<file path="src/rtl/quad_encoder_pkg.sv">
// Decode constants and step classification for the quadrature encoder front end.
package quad_encoder_pkg;

    localparam logic [3:0] INC_A_RISE = 4'b1000;
    localparam logic [3:0] INC_A_FALL = 4'b0111;
    localparam logic [3:0] DEC_B_RISE = 4'b0010;
    localparam logic [3:0] DEC_B_FALL = 4'b1101;

    typedef enum logic [1:0] {
        STEP_HOLD = 2'd0,
        STEP_UP   = 2'd1,
        STEP_DOWN = 2'd2
    } step_e;

    // Classify {a_db, prev_a, b_db, prev_b}; simultaneous edges and idle codes hold.
    function automatic step_e decode_step(input logic [3:0] code);
        step_e step;
        step = STEP_HOLD;
        case (code)
            INC_A_RISE, INC_A_FALL: step = STEP_UP;
            DEC_B_RISE, DEC_B_FALL: step = STEP_DOWN;
            default:                step = STEP_HOLD;
        endcase
        return step;
    endfunction

endpackage

</file>
<file path="src/rtl/contact_debounce.sv">
// History-filter debouncer for one mechanical contact: the output changes only
// after HIST_LEN consecutive identical samples.
module contact_debounce #(
    parameter int unsigned HIST_LEN = 8
) (
    input  logic clk,
    input  logic reset,
    input  logic in,
    output logic db
);

    logic [HIST_LEN-1:0] hist;

    always_ff @(posedge clk) begin
        if (!reset) begin
            hist <= '0;
            db   <= 1'b0;
        end else begin
            hist <= {hist[HIST_LEN-2:0], in};
            if (&hist) begin
                db <= 1'b1;
            end else if (~|hist) begin
                db <= 1'b0;
            end
        end
    end

endmodule

</file>
<file path="src/rtl/quad_encoder_debounced.sv">
// Debounced quadrature encoder with a wrapping up/down count.
// Define QENC_SYNC_EN to insert a 2-flop synchronizer on a and b ahead of the debounce.
module quad_encoder_debounced
    import quad_encoder_pkg::*;
#(
    parameter int unsigned HIST_LEN = 8,
    parameter int unsigned WIDTH    = 8
) (
    input  logic             clk,
    input  logic             reset,
    input  logic             a,
    input  logic             b,
    output logic             a_db,
    output logic             b_db,
    output logic             inc,
    output logic             dec,
    output logic [WIDTH-1:0] value
);

    logic  a_in;
    logic  b_in;
    logic  prev_a;
    logic  prev_b;
    step_e step_c;

`ifdef QENC_SYNC_EN
    logic [1:0] a_sync;
    logic [1:0] b_sync;

    // Two-stage synchronizers for asynchronous contact inputs
    always_ff @(posedge clk) begin
        if (!reset) begin
            a_sync <= 2'b00;
            b_sync <= 2'b00;
        end else begin
            a_sync <= {a_sync[0], a};
            b_sync <= {b_sync[0], b};
        end
    end

    assign a_in = a_sync[1];
    assign b_in = b_sync[1];
`else
    assign a_in = a;
    assign b_in = b;
`endif

    contact_debounce #(.HIST_LEN(HIST_LEN)) u_db_a (
        .clk   (clk),
        .reset (reset),
        .in    (a_in),
        .db    (a_db)
    );

    contact_debounce #(.HIST_LEN(HIST_LEN)) u_db_b (
        .clk   (clk),
        .reset (reset),
        .in    (b_in),
        .db    (b_db)
    );

    always_comb begin
        step_c = decode_step({a_db, prev_a, b_db, prev_b});
    end

    // Edge history and modulo-2^WIDTH counter; inc/dec are one-cycle pulses
    always_ff @(posedge clk) begin
        if (!reset) begin
            prev_a <= 1'b0;
            prev_b <= 1'b0;
            inc    <= 1'b0;
            dec    <= 1'b0;
            value  <= '0;
        end else begin
            prev_a <= a_db;
            prev_b <= b_db;
            inc    <= (step_c == STEP_UP);
            dec    <= (step_c == STEP_DOWN);
            case (step_c)
                STEP_UP:   value <= value + WIDTH'(1);
                STEP_DOWN: value <= value - WIDTH'(1);
                default:   value <= value;
            endcase
        end
    end

endmodule

</file>
<file path="config.mk">
export PLATFORM = sky130hd
export DESIGN_NAME = quad_encoder_debounced
export DESIGN_NICKNAME = d
export VERILOG_FILES = /design/src/rtl/quad_encoder_pkg.sv /design/src/rtl/contact_debounce.sv /design/src/rtl/quad_encoder_debounced.sv
export SDC_FILE = /design/constraint.sdc
export NUM_CORES = 1
export LEC_CHECK = 0
export CAP_MARGIN = 20
export CORE_UTILIZATION = 50
export DETAILED_ROUTE_END_ITERATION = 8
export DONT_BUFFER_PORTS = 1
export PLACE_DENSITY = 0.66
export SYNTH_ARGS = -nofsm -noshare
export SYNTH_HDL_FRONTEND = slang
export SYNTH_SLANG_ARGS = --single-unit
export TNS_END_PERCENT = 30
</file>
<file path="constraint.sdc">
create_clock -name clk -period 2.3 [get_ports clk]
set_input_delay 0.345 -clock clk [delete_from_list [all_inputs] [get_ports clk]]
set_output_delay 0.345 -clock clk [all_outputs]
set_load 0.05 [all_outputs]
</file>
==> results.txt, run 1 <==
type of origin of the critical path = flop
Pwr Total = 0.8789 mW
total clock sinks = 30
max frequency = 432.6 MHz
Post-synth EDFFs = 0
sequential share of power = 0.598
dpl hpwl = 1537 µm
Power Internal = 0.6744 mW
cell mode on critical path = ha_4
Vias/cell = 5.536
dpl ws = -29.27 ps
Synth cell types = 32
final net count = 167
gr usage total = 0.2013
hold_sp = reset
slowest CP cell = dfxtp_4
number of synthesized register bits = 30
DRT Pass-1 Iters = 4
clock network power share = 0.393
CTS tree = yes
commonest non-fill, non-tap cells in the layout = 28 x dfxtp_1, 23 x and2_1, 13 x buf_4
Setup TNS = -11.64 ps
failing checks = setup timing
Max FO, Critical Path = 4
final setup vio count = 1
required time of the critical path = 2520 ps
fillers = 182
Clock Pin Slew Worst Setup and Hold Paths = 110 ps
CP Cell Sequence = nand2b_4 > o22ai_4 > inv_2 > ha_4 > buf_6 > ha_4 > a21o_1 > a31o_1 > o21a_1 > o311ai_1 > o41ai_1
largest net degree at the start of global routing = 34
vias in the first global route = 915
Via Count = 1013
Data arrival, critical path = 2540 ps
asr flop ratio synth = 0
WL final = 2457 µm
start point of the critical path = u_db_a.db$_SDFFE_PN0P_
final-report hold violation count = 0
Top Usage Layer GRT = met2
post-synthesis cell count = 135
worst hold-check path type = in2reg
synthesis-to-layout area growth = 25.24%
Chip Height = 52.67 µm
Clock Tree Buf Depth = 2
Mapped Avg Cell Area = 9.509 µm²
post-cts hold buffer count = 0
share of cells above drive strength 1 = 0.2581
Diodes inserted = 0
CP Buf/Inv Count = 2
Antenna Nets Post-Route = 0
# DRC = 0
H-tree levels = 2
combinational power share = 0.009
crit path kind = reg2reg
register area share after synthesis = 0.4678
reg2reg path depth = 11
Crit path max-delay family = compound AO/OA/AOI/OAI gates
clock latency on the worst-skew pair = 340 ps
Fin Hold WS = 121.5 ps
slew at the pin with the worst max-slew slack = 536.7 ps
Final Skew = 10.36 ps
Setup crit end kind = flop
Final Max Tran Viols = 0
CTS buffer count = 5
FF-to-FF Start = u_db_a.db$_SDFFE_PN0P_
met3 usage = 0.06957
Cell Area, Synth = 0.001284 mm²
die area = 0.002774 mm²
Initial DRC Count = 20
area leader, netlist = dfxtp_1
Final period util = 1.005
RSZ-0062 raised after global routing = true
Max IR drop VDD = 0.4387 mV
PnR worst setup slack = -11.64 ps
Yosys top cell area share = 0.4678
CP peak stage delay = 370 ps
commonest non-fill, non-tap cell in the layout = dfxtp_1
first-pass GRT wire length = 3898 µm
max-cap violations = 0
# rows = 17
Sw Ratio = 0.2327
initial antenna violation count = 0
num ports = 16
Final Wtd Congestion = 0.7887
met2 Use GR = 0.3017
post-layout min period = 2312 ps
worst hold stages = 1
worst rel slew slack = 0.6417
number of port buffers = 0
Die X = 52.67 µm
net switching power figure = 0.2046 mW
main area contributors after synthesis = dfxtp_1 47%, and2_1 11%, ha_1 7.8%, o21ai_1 3.1%, nand2_1 2.9%
Worst path depth = 11
outcome = finished with violations
Placeable Area = 0.002318 mm²
Root Buffer = clkbuf_4
routed len/inst = 13.43 µm
ys flop type = dfxtp_1
leakage power = 0.6485 nW
GR Util met1 = 0.2407
Net Count, Synth = 148
Starting Density = 0.5537
Cell Pwr Density = 546.7 mW/mm²
total grt overflow = 0
Synth Warn # = 0
==> synth_stat cells, drive strengths merged, types with 2 or more instances <==
cell    instances
dfxtp          30
ha              8
inv             7
nand4           3
nand3           4
a21o            2
nand2          10
o22ai           2
nor3            2
clkbuf          4
nor4            2
a31oi           2
xnor2           2
a21oi           2
and2           23
o21ai           8
xor2            2
or4             2
o21a            4
nand2b          4
==> worst paths after layout <==
| path | end | slack (ps) |
|---|---|---|
| min | u_db_a.hist[3]$_SDFF_PN0_ | 120 |
| max reg2reg | value[7]$_SDFFE_PN0P_ | -10 |
| min reg2reg | u_db_b.db$_SDFFE_PN0P_ | 440 |
| max | value[7]$_SDFFE_PN0P_ | -10 |
==> sequential cells by signal, indices dropped and copies added (netlist names) <==
name / cells
u_db_a.hist: 8
u_db_b.hist: 8
value: 8
dec: 1
inc: 1
prev_a: 1
prev_b: 1
u_db_a.db: 1
u_db_b.db: 1
==> stage by stage <==
| step | area [µm²] | instances | util |
|---|---|---|---|
| after floorplan | 1323 | 135 | - |
| after global placement | 1440 | 172 | 0.6212 |
| after detailed placement | 1440 | 172 | 0.6212 |
| after CTS | 1523 | 180 | 0.6568 |
| after global routing | 1608 | 183 | 0.6935 |
| final | 1608 | 183 | 0.6935 |
==> metal layers <==
| metal | vias to the layer above | share of wire |
|---|---|---|
| li1 | 508 | - |
| met1 | 458 | 0.50 |
| met2 | 33 | 0.41 |
| met3 | 14 | 0.061 |
| met4 | 0 | 0.028 |
| met5 | - | 0 |
==> power by group through the flow <==
| stage | Clock [mW] | Sequential [mW] | Combinational, mW |
|---|---|---|---|
| floorplan | 0 | 0.537 | 0.0120 |
| finish | 0.345 | 0.526 | 0.00787 |
| detailed placement | 0 | 0.538 | 0.00787 |
| global placement | 0 | 0.538 | 0.00774 |
| global route | 0.377 | 0.527 | 0.00908 |
| CTS | 0.350 | 0.526 | 0.00794 |
==> what timing repair did <==
item	4_1_cts	5_1_grt
pin swaps	0	8
resized for setup	2	14
setup endpoints to repair	4	4
buffers inserted	0	3
==> layout make-up <==
type,instances,area (µm²),share of cell area
clock buffers,6,51.30,0.03191
clock inverters,2,12.51,0.007782
inverters,7,26.28,0.01634
multi-input cells,94,749.5,0.4661
flip-flops and latches,30,608.1,0.3782
well taps,28,35.03,0.02179
repair buffers,16,125.1,0.07782
==> cells by family (layout without fill, tap and decap cells) <==
family | Yosys count | count (layout) | synth area share
flip-flops | 30 | 30 | 0.4678
AO/OA/AOI/OAI | 26 | 26 | 0.1326
XOR/XNOR | 4 | 4 | 0.02730
AND/OR/NAND/NOR | 55 | 55 | 0.2466
adder cells (fa/ha/maj) | 9 | 9 | 0.09357
buffers and inverters | 11 | 31 | 0.03216
Power figures use the tool's default switching activity.
==> run 2, diff against run 1 <==
Settings changed: PLACE_DENSITY 0.66 to 0.68.
==> results.txt, run 2 (synthesized netlist as in run 1, its figures left out) <==
Initial DRC Count = 7 (-65%)
largest net degree at the start of global routing = 34 (unchanged)
Starting Density = 0.5537 (unchanged)
Root Buffer = clkbuf_4
# DRC = 0 (unchanged)
Final Max Tran Viols = 0 (unchanged)
PnR worst setup slack = -76.77 ps (-65.14 ps)
Antenna Nets Post-Route = 0 (unchanged)
final-report hold violation count = 0 (unchanged)
final cell count without fillers = 187 (+2.2%)
CTS buffer count = 5 (unchanged)
first-pass GRT wire length = 4043 µm (+3.7%)
total grt overflow = 0 (unchanged)
# rows = 17 (unchanged)
number of port buffers = 0 (unchanged)
crit path kind = reg2reg
max-cap violations = 0 (unchanged)
reg2reg path depth = 11 (unchanged)
Diodes inserted = 0 (unchanged)
Worst path depth = 11 (unchanged)
vias in the first global route = 892 (-2.5%)
CP Cell Sequence = or2_4 > o22ai_4 > inv_2 > ha_4 > buf_4 > ha_4 > nand3_2 > a21oi_2 > nor3_2 > o311ai_2 > o41ai_2
cell mode on critical path = ha_4
Clock Pin Slew Worst Setup and Hold Paths = 100 ps (about the same)
commonest non-fill, non-tap cell in the layout = dfxtp_1
Crit path max-delay family = compound AO/OA/AOI/OAI gates
fillers = 174 (-4.4%)
Data arrival, critical path = 2580 ps (+40 ps)
DP Cell Count = 172 (unchanged)
Cell Pwr Density = 547.5 mW/mm² (+0.15%)
Clock Tree Buf Depth = 2 (unchanged)
Placeable Area = 0.002318 mm² (unchanged)
total clock sinks = 30 (unchanged)
die area = 0.002774 mm² (unchanged)
Final Cell Area = 0.001687 mm² (+4.9%)
worst hold-check path type = in2reg
clock latency on the worst-skew pair = 330 ps (about the same)
post-cts hold buffer count = 0 (unchanged)
placed cell area = 0.001440 mm² (unchanged)
final net count = 171 (+2.4%)
Regs by FF count = u_db_a.hist x8, u_db_b.hist x8, value x8
Register Area = 610.6 µm² (+0.41%)
Via Count = 1027 (+1.4%)
share of cells above drive strength 1 = 0.3145 (+0.05640)
type of origin of the critical path = flop
initial antenna violation count = 0 (unchanged)
CP Buf/Inv Count = 2 (unchanged)
H-tree levels = 2 (unchanged)
WL final = 2611 µm (+6.3%)
post-layout min period = 2377 ps (+65.14 ps)
required time of the critical path = 2510 ps (about the same)
Die X = 52.67 µm (unchanged)
Chip Height = 52.67 µm (unchanged)
DRT Pass-1 Iters = 4 (unchanged)
Fin Hold WS = 140.6 ps (+19.10 ps)
Setup crit end kind = flop
routed len/inst = 13.96 µm (+4.0%)
Vias/cell = 5.492 (-0.79%)
footprint of the multi-input gates = 779.5 µm² (+4.0%)
failing checks = setup timing
CP peak stage delay = 340 ps (-30 ps)
Final period util = 1.033 (+0.02832)
Max FO, Critical Path = 6 (+2)
worst rel slew slack = 0.6231 (-0.01868)
final setup vio count = 3 (+2)
leakage power = 0.6944 nW (+7.1%)
dpl ws = -66.77 ps (-37.49 ps)
synthesis-to-layout area growth = 31.38%
CTS tree = yes
num ports = 16 (unchanged)
outcome = finished with violations
Setup TNS = -194.8 ps (-183.2 ps)
dpl hpwl = 1496 µm (-2.6%)
Final Skew = 10.68 ps (+0.3187 ps)
slowest CP cell = dfxtp_2
Max IR drop VDD = 0.4514 mV (+2.9%)
RSZ-0062 raised after global routing = true
worst hold stages = 1 (unchanged)
slew at the pin with the worst max-slew slack = 564.6 ps (+27.98 ps)
Final Wtd Congestion = 0.7724 (-2.1%)
commonest non-fill, non-tap cells in the layout = 26 x dfxtp_1, 23 x and2_1, 19 x buf_4
max frequency = 420.7 MHz (-2.7%)
gr usage total = 0.2080 (+0.006651)
==> run 2: changes by cell type in the layout (fill, tap and decap cells not counted), sizes merged <==
cell and change:
clkinv -1, clkinvlp -1, buf +4, clkbuf +2
==> run 2: worst reg2reg max path: cells and delay by family (launching register included) <==
kind	cells	cell delay, ps
AO/OA/AOI/OAI	4	770
adder cells (fa/ha/maj)	2	480
buffers and inverters	2	210
flip-flops	1	340
AND/OR/NAND/NOR	3	460
==> run 2: metrics by stage <==
stage / utilization / total power, mW
3_5_place_dp: 0.6212 / 0.5460
2_1_floorplan: - / 0.5487
4_1_cts: 0.6919 / 0.9331
3_3_place_gp: 0.6212 / 0.5454
6_report: 0.7275 / 0.9234
5_1_grt: 0.7275 / 0.9617
==> run 2: path summary, 6_finish.rpt <==
path | from | to | slack [ps]
setup reg to reg | prev_b$_SDFF_PN0_ | value[7]$_SDFFE_PN0P_ | -80
hold / removal | reset | value[4]$_SDFFE_PN0P_ | 140
hold reg to reg | u_db_b.hist[5]$_SDFF_PN0_ | u_db_b.db$_SDFFE_PN0P_ | 440
setup / recovery | prev_b$_SDFF_PN0_ | value[7]$_SDFFE_PN0P_ | -80
==> run 2: layer usage <==
| layer | vias to the layer above | track usage | routed length (µm) | part of all wire |
|---|---|---|---|---|
| met4 | 0 | 0.09211 | 40 | 0.015 |
| li1 | 513 | - | - | - |
| met3 | 4 | 0.08406 | 106 | 0.041 |
| met2 | 18 | 0.3080 | 1199 | 0.46 |
| met5 | - | 0 | 0 | 0 |
| met1 | 492 | 0.2619 | 1265 | 0.48 |
==> run 2: layout make-up <==
cell class                 count  area share
inverter                       7     0.01706
timing repair buffer          20     0.09125
sequential                    30      0.3620
clock buffer                   8     0.04674
tap                           28     0.02077
multi-input combinational     94      0.4622
==> run 2: repair_timing <==
| item | CTS | global route |
|---|---|---|
| pin swaps | 4 | 12 |
| gates cloned | 0 | 0 |
| setup buffers | 5 | 2 |
| setup endpoints to repair | 2 | 4 |
| resized for setup | 10 | 13 |
==> run 2: where the power goes <==
part           total, mW  internal [mW]  switching [mW]
Combinational    0.00837        0.00528         0.00308
Clock              0.389          0.209           0.180
Sequential         0.526          0.522         0.00368
Total              0.923          0.736           0.187
==> run 3, diff against run 2 <==
Settings changed: SLEW_MARGIN set to 5.
==> results of run 3 <==
Same layout as run 2: the final DEF is identical, and so are final timing and power.
